$ cat src/rtl/mmio_pkg.sv
// Shared types and default address map for the MMIO interconnect.
package mmio_pkg;

  typedef enum logic [1:0] {
    ST_IDLE,
    ST_ACCESS,
    ST_RESP
  } state_t;

  localparam int DEF_NUM_SLAVES = 4;

  // Slave k occupies bits [k*32 +: 32].
  localparam logic [DEF_NUM_SLAVES*32-1:0] DEF_REGION_BASE = {
    32'h0000_3000, 32'h0000_2000, 32'h0000_1000, 32'h0000_0000
  };
  localparam logic [DEF_NUM_SLAVES*32-1:0] DEF_REGION_MASK = {DEF_NUM_SLAVES{32'hFFFF_F000}};

  function automatic int idx_width(input int n);
    return (n > 1) ? $clog2(n) : 1;
  endfunction

endpackage

$ cat src/rtl/mmio_region_decoder.sv
// Combinational priority address decoder; the lowest matching slave index wins.
module mmio_region_decoder
  import mmio_pkg::*;
#(
  parameter int NUM_SLAVES = 4,
  parameter int ADDR_W = 32,
  parameter logic [NUM_SLAVES*ADDR_W-1:0] REGION_BASE = DEF_REGION_BASE,
  parameter logic [NUM_SLAVES*ADDR_W-1:0] REGION_MASK = DEF_REGION_MASK,
  parameter int IDX_W = idx_width(NUM_SLAVES)
) (
  input  logic [ADDR_W-1:0] addr,
  output logic              hit,
  output logic [IDX_W-1:0]  idx
);

  // Scanning downward lets the lowest matching index overwrite higher ones.
  always_comb begin
    hit = 1'b0;
    idx = '0;
    for (int k = NUM_SLAVES - 1; k >= 0; k--) begin
      if ((addr & REGION_MASK[k*ADDR_W +: ADDR_W]) == REGION_BASE[k*ADDR_W +: ADDR_W]) begin
        hit = 1'b1;
        idx = IDX_W'(k);
      end
    end
  end

endmodule

$ cat src/rtl/mmio_interconnect.sv
// Single-outstanding MMIO interconnect: IDLE -> ACCESS -> RESP, one slave at a time.
// Optional access timeout enabled by defining MMIO_TIMEOUT_EN.
module mmio_interconnect
  import mmio_pkg::*;
#(
  parameter int NUM_SLAVES = 4,
  parameter int ADDR_W = 32,
  parameter int DATA_W = 32,
  parameter logic [NUM_SLAVES*ADDR_W-1:0] REGION_BASE = DEF_REGION_BASE,
  parameter logic [NUM_SLAVES*ADDR_W-1:0] REGION_MASK = DEF_REGION_MASK,
  parameter int TIMEOUT_CYCLES = 16
) (
  input  logic                         clk,
  input  logic                         reset,
  input  logic                         req_valid,
  output logic                         req_ready,
  input  logic [ADDR_W-1:0]            req_addr,
  input  logic [DATA_W-1:0]            req_wdata,
  input  logic                         req_we,
  output logic                         rsp_valid,
  output logic [DATA_W-1:0]            rsp_rdata,
  output logic                         rsp_err,
  output logic [NUM_SLAVES-1:0]        s_sel,
  output logic [ADDR_W-1:0]            s_addr,
  output logic [DATA_W-1:0]            s_wdata,
  output logic                         s_we,
  input  logic [NUM_SLAVES-1:0]        s_ready,
  input  logic [NUM_SLAVES*DATA_W-1:0] s_rdata
);

  localparam int IDX_W = idx_width(NUM_SLAVES);

  state_t           state, state_nxt;
  logic [IDX_W-1:0] sel_idx;
  logic             dec_hit;
  logic [IDX_W-1:0] dec_idx;
  logic             accept;
  logic             sel_ready;
  logic             tmo_hit;

  mmio_region_decoder #(
    .NUM_SLAVES (NUM_SLAVES),
    .ADDR_W     (ADDR_W),
    .REGION_BASE(REGION_BASE),
    .REGION_MASK(REGION_MASK),
    .IDX_W      (IDX_W)
  ) u_decoder (
    .addr(req_addr),
    .hit (dec_hit),
    .idx (dec_idx)
  );

  assign accept    = req_valid && (state == ST_IDLE);
  assign sel_ready = s_ready[sel_idx];

`ifdef MMIO_TIMEOUT_EN
  logic [7:0] tmo_cnt;

  // Fires in the TIMEOUT_CYCLES-th ACCESS cycle if the slave is still silent.
  assign tmo_hit = !sel_ready && (tmo_cnt == 8'(TIMEOUT_CYCLES - 1));

  always_ff @(posedge clk) begin
    if (reset) begin
      tmo_cnt <= '0;
    end else if (accept) begin
      tmo_cnt <= '0;
    end else if (state == ST_ACCESS) begin
      tmo_cnt <= tmo_cnt + 8'd1;
    end
  end
`else
  assign tmo_hit = 1'b0;
`endif

  always_comb begin
    state_nxt = state;
    case (state)
      ST_IDLE:   if (req_valid) state_nxt = dec_hit ? ST_ACCESS : ST_RESP;
      ST_ACCESS: if (sel_ready || tmo_hit) state_nxt = ST_RESP;
      ST_RESP:   state_nxt = ST_IDLE;
      default:   state_nxt = ST_IDLE;
    endcase
  end

  assign req_ready = (state == ST_IDLE);
  assign rsp_valid = (state == ST_RESP);

  always_comb begin
    s_sel = '0;
    if (state == ST_ACCESS) s_sel[sel_idx] = 1'b1;
  end

  // Response fields only change on the edge entering RESP, so they hold otherwise.
  always_ff @(posedge clk) begin
    if (reset) begin
      state     <= ST_IDLE;
      sel_idx   <= '0;
      s_addr    <= '0;
      s_wdata   <= '0;
      s_we      <= 1'b0;
      rsp_rdata <= '0;
      rsp_err   <= 1'b0;
    end else begin
      state <= state_nxt;
      if (accept) begin
        s_addr  <= req_addr;
        s_wdata <= req_wdata;
        s_we    <= req_we;
        sel_idx <= dec_idx;
        if (!dec_hit) begin
          rsp_err   <= 1'b1;
          rsp_rdata <= '0;
        end
      end
      if (state == ST_ACCESS) begin
        if (sel_ready) begin
          rsp_err   <= 1'b0;
          rsp_rdata <= s_we ? '0 : s_rdata[sel_idx*DATA_W +: DATA_W];
        end else if (tmo_hit) begin
          rsp_err   <= 1'b1;
          rsp_rdata <= '0;
        end
      end
    end
  end

endmodule

$ cat config.mk
export PLATFORM = sky130hd
export DESIGN_NAME = mmio_interconnect
export DESIGN_NICKNAME = d
export VERILOG_FILES = /design/src/rtl/mmio_pkg.sv /design/src/rtl/mmio_region_decoder.sv /design/src/rtl/mmio_interconnect.sv
export SDC_FILE = /design/constraint.sdc
export NUM_CORES = 1
export LEC_CHECK = 0
export CAP_MARGIN = 15
export CORE_AREA = 2 2 119 121
export DETAILED_ROUTE_END_ITERATION = 6
export DIE_AREA = 0 0 121 123
export HOLD_SLACK_MARGIN = 0.15
export PLACE_DENSITY = 0.77
export SLEW_MARGIN = 20
export SYNTH_ARGS = -nofsm -noshare
export SYNTH_HDL_FRONTEND = slang
export SYNTH_SLANG_ARGS = --single-unit
$ cat constraint.sdc
create_clock -name clk -period 3.2 [get_ports clk]
set_input_delay 0.64 -clock clk [delete_from_list [all_inputs] [get_ports clk]]
set_output_delay 0.64 -clock clk [all_outputs]
set_load 0.1 [all_outputs]
==> results of run 1 <==
## power breakdown
group | internal [uW] | total (uW) | switching, uW
logic | 347 | 904 | 557
registers | 1320 | 1350 | 28.5
clock network | 646 | 1110 | 461
total | 2310 | 3360 | 1050
## area by class of cell
type                    count  area, um2  area share
diodes                      2      5.005   0.0006385
multi-input cells         326       2384      0.3041
repair buffers            313       2875      0.3668
flip-flops and latches    102       2044      0.2608
clock inverters             4      45.04    0.005746
inverters                   1      3.754   0.0004789
well taps                 180      225.2     0.02873
clock buffers              12      256.5     0.03272
## flip-flops by register name, summed over array words and instances (netlist names)
signal,flops
rsp_err,1
s_addr,32
rsp_rdata,32
state,2
sel_idx,2
s_we,1
s_wdata,32
## layout by cell type (no fill, tap or decap), types with 2 or more instances in the layout
cell,count
dfxtp_2,2
and3_1,2
nand2_1,167
clkbuf_16,9
nor3_2,2
diode_2,2
o2bb2ai_2,28
o2bb2ai_1,4
clkinv_2,3
nor2b_1,2
nor4_1,3
clkdlybuf4s50_1,198
mux4_2,33
dfxtp_1,100
buf_4,112
nor2_1,4
a21oi_1,67
clkbuf_8,2
a21oi_4,2
nor3_4,2
nand4_1,2
## path summary, 6_finish.rpt
check                                             start  slack (ns)                        to  cells after the start
worst max-delay path              state[0]$_SDFFE_PP0P_        0.82                  s_sel[1]                      4
worst min-delay path            s_wdata[9]$_SDFFE_PP0P_        0.45   s_wdata[9]$_SDFFE_PP0P_                      2
worst min register to register  s_wdata[9]$_SDFFE_PP0P_        0.45   s_wdata[9]$_SDFFE_PP0P_                      2
worst max register to register  sel_idx[1]$_SDFFE_PP0P_        1.15  rsp_rdata[30]$_SDFF_PP0_                      5
## metrics by stage
stage | hold slack [ns] | instances
floorplan | 0.4734 | 468
global placement | 0.4393 | 921
detailed placement | 0.4466 | 921
CTS | 0.4560 | 937
global route | 0.4749 | 940
finish | 0.4533 | 940
## routing by layer
metal  vias to the layer above  part of all wire
met5                         -                 0
met4                         0             0.024
met3                        26             0.083
met2                       194              0.51
met1                      2210              0.38
li1                       2211                 -
## worst reg2reg max path: stages (launching register included)
cell,delay [ns]
dfxtp_2,0.68
mux4_2,0.40
nand2_1,0.11
nor3_4,0.13
buf_4,0.45
o2bb2ai_1,0.21
## kinds of logic (layout without fill, tap and decap cells)
kind of cell           after synthesis  after routing  share of synthesized area
AND/OR/NAND/NOR                    188            188                     0.1654
other                                0              2                          0
multiplexers                        33             33                     0.1610
AO/OA/AOI/OAI                      105            105                     0.1832
buffers and inverters               40            330                    0.04798
flip-flops                         102            102                     0.4424
==> summary.md, run 1 <==
| Metric | Value |
|---|---|
| GRT overflow | `0` |
| Worst slack, placed | `about 0.28 ns` |
| Final net count | `953` |
| Min Tclk post-route | `2.376 ns` |
| Ys async rst share | `0` |
| Effective utilization at floorplan | `0.3391` |
| Leakage | `around 0.003 uW` |
| Number of synthesis warnings | `0` |
| Fmax | `420.9 MHz` |
| Syn Inst Count | `468` |
| GRT busiest layer | `met2` |
| Max incr delay on CP | `between 0.4 and 0.5 ns` |
| Post-synth EDFFs | `0` |
| H-tree levels | `3` |
| Chip width | `121 um` |
| Critical path cell sequence | `nor2b_1, nand2_1, nor2_1, buf_4` |
| Syn_nets | `around 670` |
| Crit-path slowest cell | `dfxtp_1` |
| CTS Buf Count | `9` |
| RSZ-0062 raised after global routing | `false` |
| GRT Total Usage | `0.2172` |
| IO Port Bufs | `303` |
| Via-to-Cell Ratio | `4.937` |
| Io pins | `304` |
| Wirelength per Cell | `approximately 18 um` |
| Synth unique cells | `29` |
| Clk root buf | `clkbuf_16` |
| Initial antenna violation count | `1` |
| Final core occ | `0.5759` |
| PnR Total Power | `3358 uW` |
| Clock transition at path regs | `0.06 ns` |
| Filler Cells Inserted | `1167` |
| Commonest cells in the netlist | `nand2_1, dfxtp_1, a21oi_1` |
| Critical path data required time | `2.56 ns` |
| Chip height | `123 um` |
| Final Hold Violating Endpoints | `0` |
| Outcome | `finished clean` |
| Main synth FF type | `dfxtp_1` |
| Final period utilization | `0.7424` |
| Peak VDD IR | `approximately 320 uV` |
| Crit-path leading delay family | `simple AND/OR/NAND/NOR gates` |
| M3 GR Usage | `0.06504` |
| Maxcap violations | `0` |
| Final instance area | `7839 um2` |
| Post-synth top area share | `0.4424` |
| Type of the worst min-delay path | `reg2reg` |
| Placed standard-cell area | `7505 um2` |
| Yosys top cell by area | `dfxtp_1` |
| Clock skew | `0.006574 ns` |
| # Post-CTS Setup Buffers | `0` |
| CTS sink count | `102` |
| CORE AREA | `13610 um2` |
| Slew Limit Fails | `0` |
| Worst Path Buf+Inv | `1` |
| DRC violations left | `0` |
| Headroom to the max-slew limit | `0.5081` |
| Synthesized cell area | `4616 um2` |
| DR pass1 iterations | `4` |
| Avg Inst Size Synth | `slightly below 10 um2` |
| CP Launch Type | `flip-flop` |
| Placement Rows | `43` |
| Area growth syn-to-layout | `69.83%` |
| Resized cells post-CTS | `0` |
| Worst setup EP type | `output port` |
| Count leader, synth | `nand2_1` |
| Worst setup margin | `0.8242 ns` |
| TritonCTS clock tree | `built` |
| Cts hold-fix bufs | `0` |
| Synth area leaders | `dfxtp_1, mux4_2, nand2_1` |
| Detailed Route Iter0 Violations | `215` |
| Maximum number of pins on one net before global-route repair | `69` |
| Crit Path Max Fanout | `7` |
| Hpwl dp | `12.96 mm` |
| CP Class | `reg2out` |
| Share of layout cells above drive strength 1 | `0.2665` |
| Gpl congestion | `0.9036` |
| PD cells | `428.4 nW/um2` |
| Worst slew pin tran | `0.7362 ns` |
| Via count | `about 4600` |
| Detailed Route WL | `16.72 mm` |
| Die area | `~15000 um2` |
| Antenna viol nets, final | `0` |
| Final Setup Violations | `0` |
| M1 GR Usage | `0.2402` |
| First-pass GRT wire length | `roughly 25 mm` |
| Synthesized flop and latch total | `102` |
| TNS Setup | `0 ns` |
| Met2 Usage GRT | `0.3943` |
| Sequential-to-total area share from yosys stat | `0.4424` |
| Clk buf depth | `2` |
| Number of global-route vias before repair | `4714` |
| WP data arrival | `1.74 ns` |
| Clk_lat worst skew | `0.34 ns` |
No activity file was read; power rests on OpenSTA's default activity.
==> inputs of run 2 (changes only) <==
- CORE_AREA: 2 2 119 121 -> 2 2 117 119
- DIE_AREA: 0 0 121 123 -> 0 0 119 121
- PLACE_DENSITY: 0.77 -> 0.79
- clock period: 3.2 -> 2.2 ns (I/O delays scaled with it)
==> run 2 against run 1 <==
  * Combinational power rose by 46%
  * Die area fell by 3.3%
  * Non-clock buffer count rose by 7
==> summary.md, run 2 (synthesis results as in run 1) <==
| Metric | Value |
|---|---|
| DR pass1 iterations | `4 (unchanged)` |
| Initial antenna violation count | `3 (+2)` |
| Antenna viol nets, final | `0 (unchanged)` |
| DRC violations left | `0 (unchanged)` |
| Final period utilization | `0.9190` |
| Worst Path Buf+Inv | `1 (unchanged)` |
| Crit-path leading delay family | `simple AND/OR/NAND/NOR gates` |
| Register-to-register setup slack | `0.48 ns (-0.67 ns)` |
| RSZ-0062 raised after global routing | `false` |
| TritonCTS clock tree | `built` |
| Die area | `14400 um2 (-3.3%)` |
| Area growth syn-to-layout | `73.00%` |
| Fmax | `494.6 MHz` |
| Detailed Route WL | `16.77 mm (+0.29%)` |
| Worst Setup SP | `state[0]$_SDFFE_PP0P_` |
| Clock skew | `0.006864 ns (+0.0002894 ns)` |
| Chip height | `121 um (-1.6%)` |
| PD cells | `603.5 nW/um2 (+41%)` |
| Placed standard-cell area | `7690 um2 (+2.5%)` |
| Detailed Route Iter0 Violations | `211 (-1.9%)` |
| Clk_lat worst skew | `0.35 ns (about the same)` |
| Critical path cell sequence | `nor2b_2, and3_1, buf_12` |
| Final core occ | `0.6103 (+0.03437)` |
| Type of the worst min-delay path | `reg2reg` |
| Max incr delay on CP | `0.46 ns (about the same)` |
| Clk root buf | `clkbuf_16` |
| GRT overflow | `0 (unchanged)` |
| First-pass GRT wire length | `25.52 mm (+2.6%)` |
| Crit Path Max Fanout | `7 (unchanged)` |
| Effective utilization at floorplan | `0.3527 (+0.01365)` |
| Gpl congestion | `0.8683 (-3.9%)` |
| Clock transition at path regs | `0.07 ns (about the same)` |
| Hpwl dp | `13.12 mm (+1.3%)` |
| Worst setup EP type | `output port` |
| Placement Rows | `42 (-2.3%)` |
| Via count | `4673 (+0.69%)` |
| Chip width | `119 um (-1.7%)` |
| Commonest non-fill, non-tap cell in the layout | `clkdlybuf4s50_1` |
| Final net count | `960 (+0.73%)` |
| Hold_sp | `s_addr[8]$_SDFFE_PP0P_` |
| CP Launch Type | `flip-flop` |
| Final Setup Violations | `0 (unchanged)` |
| H-tree levels | `3 (unchanged)` |
| CP Class | `reg2out` |
| Maxcap violations | `0 (unchanged)` |
| Share of layout cells above drive strength 1 | `0.2775 (+0.01100)` |
| GRT Total Usage | `0.2305 (+0.01330)` |
| Min Tclk post-route | `2.022 ns` |
| Worst slew pin tran | `0.4988 ns (-0.2374 ns)` |
| Maximum number of pins on one net before global-route repair | `69 (unchanged)` |
| Via-to-Cell Ratio | `4.955 (+0.37%)` |
| Io pins | `304 (unchanged)` |
| Critical R2R Launch | `sel_idx[0]$_SDFFE_PP0P_` |
| Clk buf depth | `2 (unchanged)` |
| Final instance area | `7985 um2 (+1.9%)` |
| Outcome | `finished clean` |
| Slew Limit Fails | `0 (unchanged)` |
| Final Hold Violating Endpoints | `0 (unchanged)` |
| Peak VDD IR | `461.0 uV (+43%)` |
| Cts hold-fix bufs | `0 (unchanged)` |
| Commonest cells after routing, fill and taps aside | `clkdlybuf4s50_1, nand2_1, buf_4` |
| Crit-path slowest cell | `dfxtp_1` |
| Regs by FF count | `rsp_rdata x32, s_addr x32, s_wdata x32` |
| Critical path data required time | `1.76 ns (-0.80 ns)` |
| WP data arrival | `1.58 ns (-0.16 ns)` |
| Leakage | `0.003059 uW (+1.8%)` |
| Number of global-route vias before repair | `4778 (+1.4%)` |
| IO Port Bufs | `303 (unchanged)` |
| CORE AREA | `13090 um2 (-3.9%)` |
| Headroom to the max-slew limit | `0.6675 (+0.1594)` |
| Wirelength per Cell | `17.78 um (about the same)` |
| PnR Total Power | `4819 uW (+43%)` |
| CTS Buf Count | `9 (unchanged)` |
| CTS sink count | `102 (unchanged)` |
-- run 2: changes by cell type in the layout (fill, tap and decap cells not counted), sizes merged --
| cell | change |
|---|---|
| diode | +1 |
| bufinv | -1 |
| buf | +7 |
-- run 2: per-layer routing --
layer	vias up	GRT usage	wire, um
met5	-	0	0
met4	0	0.09896	518
met3	37	0.07425	1149
met2	207	0.4098	8744
met1	2206	0.2522	6357
li1	2223	-	-
-- run 2: worst paths after layout --
| path | endpoint | depth (start not counted) |
|---|---|---|
| min reg2reg | s_addr[8]$_SDFFE_PP0P_ | 2 |
| max reg2reg | rsp_rdata[16]$_SDFF_PP0_ | 5 |
| max | s_sel[3] | 3 |
| min | s_addr[8]$_SDFFE_PP0P_ | 2 |
-- run 2: cell type report --
type	instances	area (um2)
tap	176	220.2
multi-input combinational	326	2391
sequential	102	2044
clock buffer	12	266.5
clock inverter	3	18.77
fill	1047	5100
timing repair buffer	320	3033
antenna	3	7.507
inverter	1	3.754
-- run 2: through the flow --
| step | std cells | worst slack (ns) | setup TNS (ns) | hold WS (ns) |
|---|---|---|---|---|
| after detailed placement | 925 | -0.04205 | -0.3227 | 0.4476 |
| after global placement | 925 | -0.02478 | -0.3238 | 0.4379 |
| after global routing | 943 | 0.1025 | 0 | 0.4733 |
| final | 943 | 0.1782 | 0 | 0.4537 |
| after floorplan | 468 | -0.3538 | -0.5291 | 0.4895 |
| after CTS | 940 | 0.05013 | 0 | 0.4567 |
-- run 2: where the power goes --
group	internal [uW]	switching [uW]
Combinational	513	808
Clock	852	684
Sequential	1920	40.9
-- run 2: timing repair --
action,CTS,global route
setup endpoints to repair,0,2
resized for setup,0,1
endpoints found under the hold margin,0,0
setup buffers,0,0
-- run 2: worst min-delay path: stages, from the launching register on --
cell and delay, ns:
dfxtp_1 0.31, nand2_1 0.05, a21oi_1 0.05
==> inputs of run 3 (changes only) <==
- ABC_CLOCK_PERIOD_IN_PS: unset -> 2200
- CAP_MARGIN: 15 -> 20
==> results of run 3 <==
Final layout, timing and power as in run 2 (identical DEF).
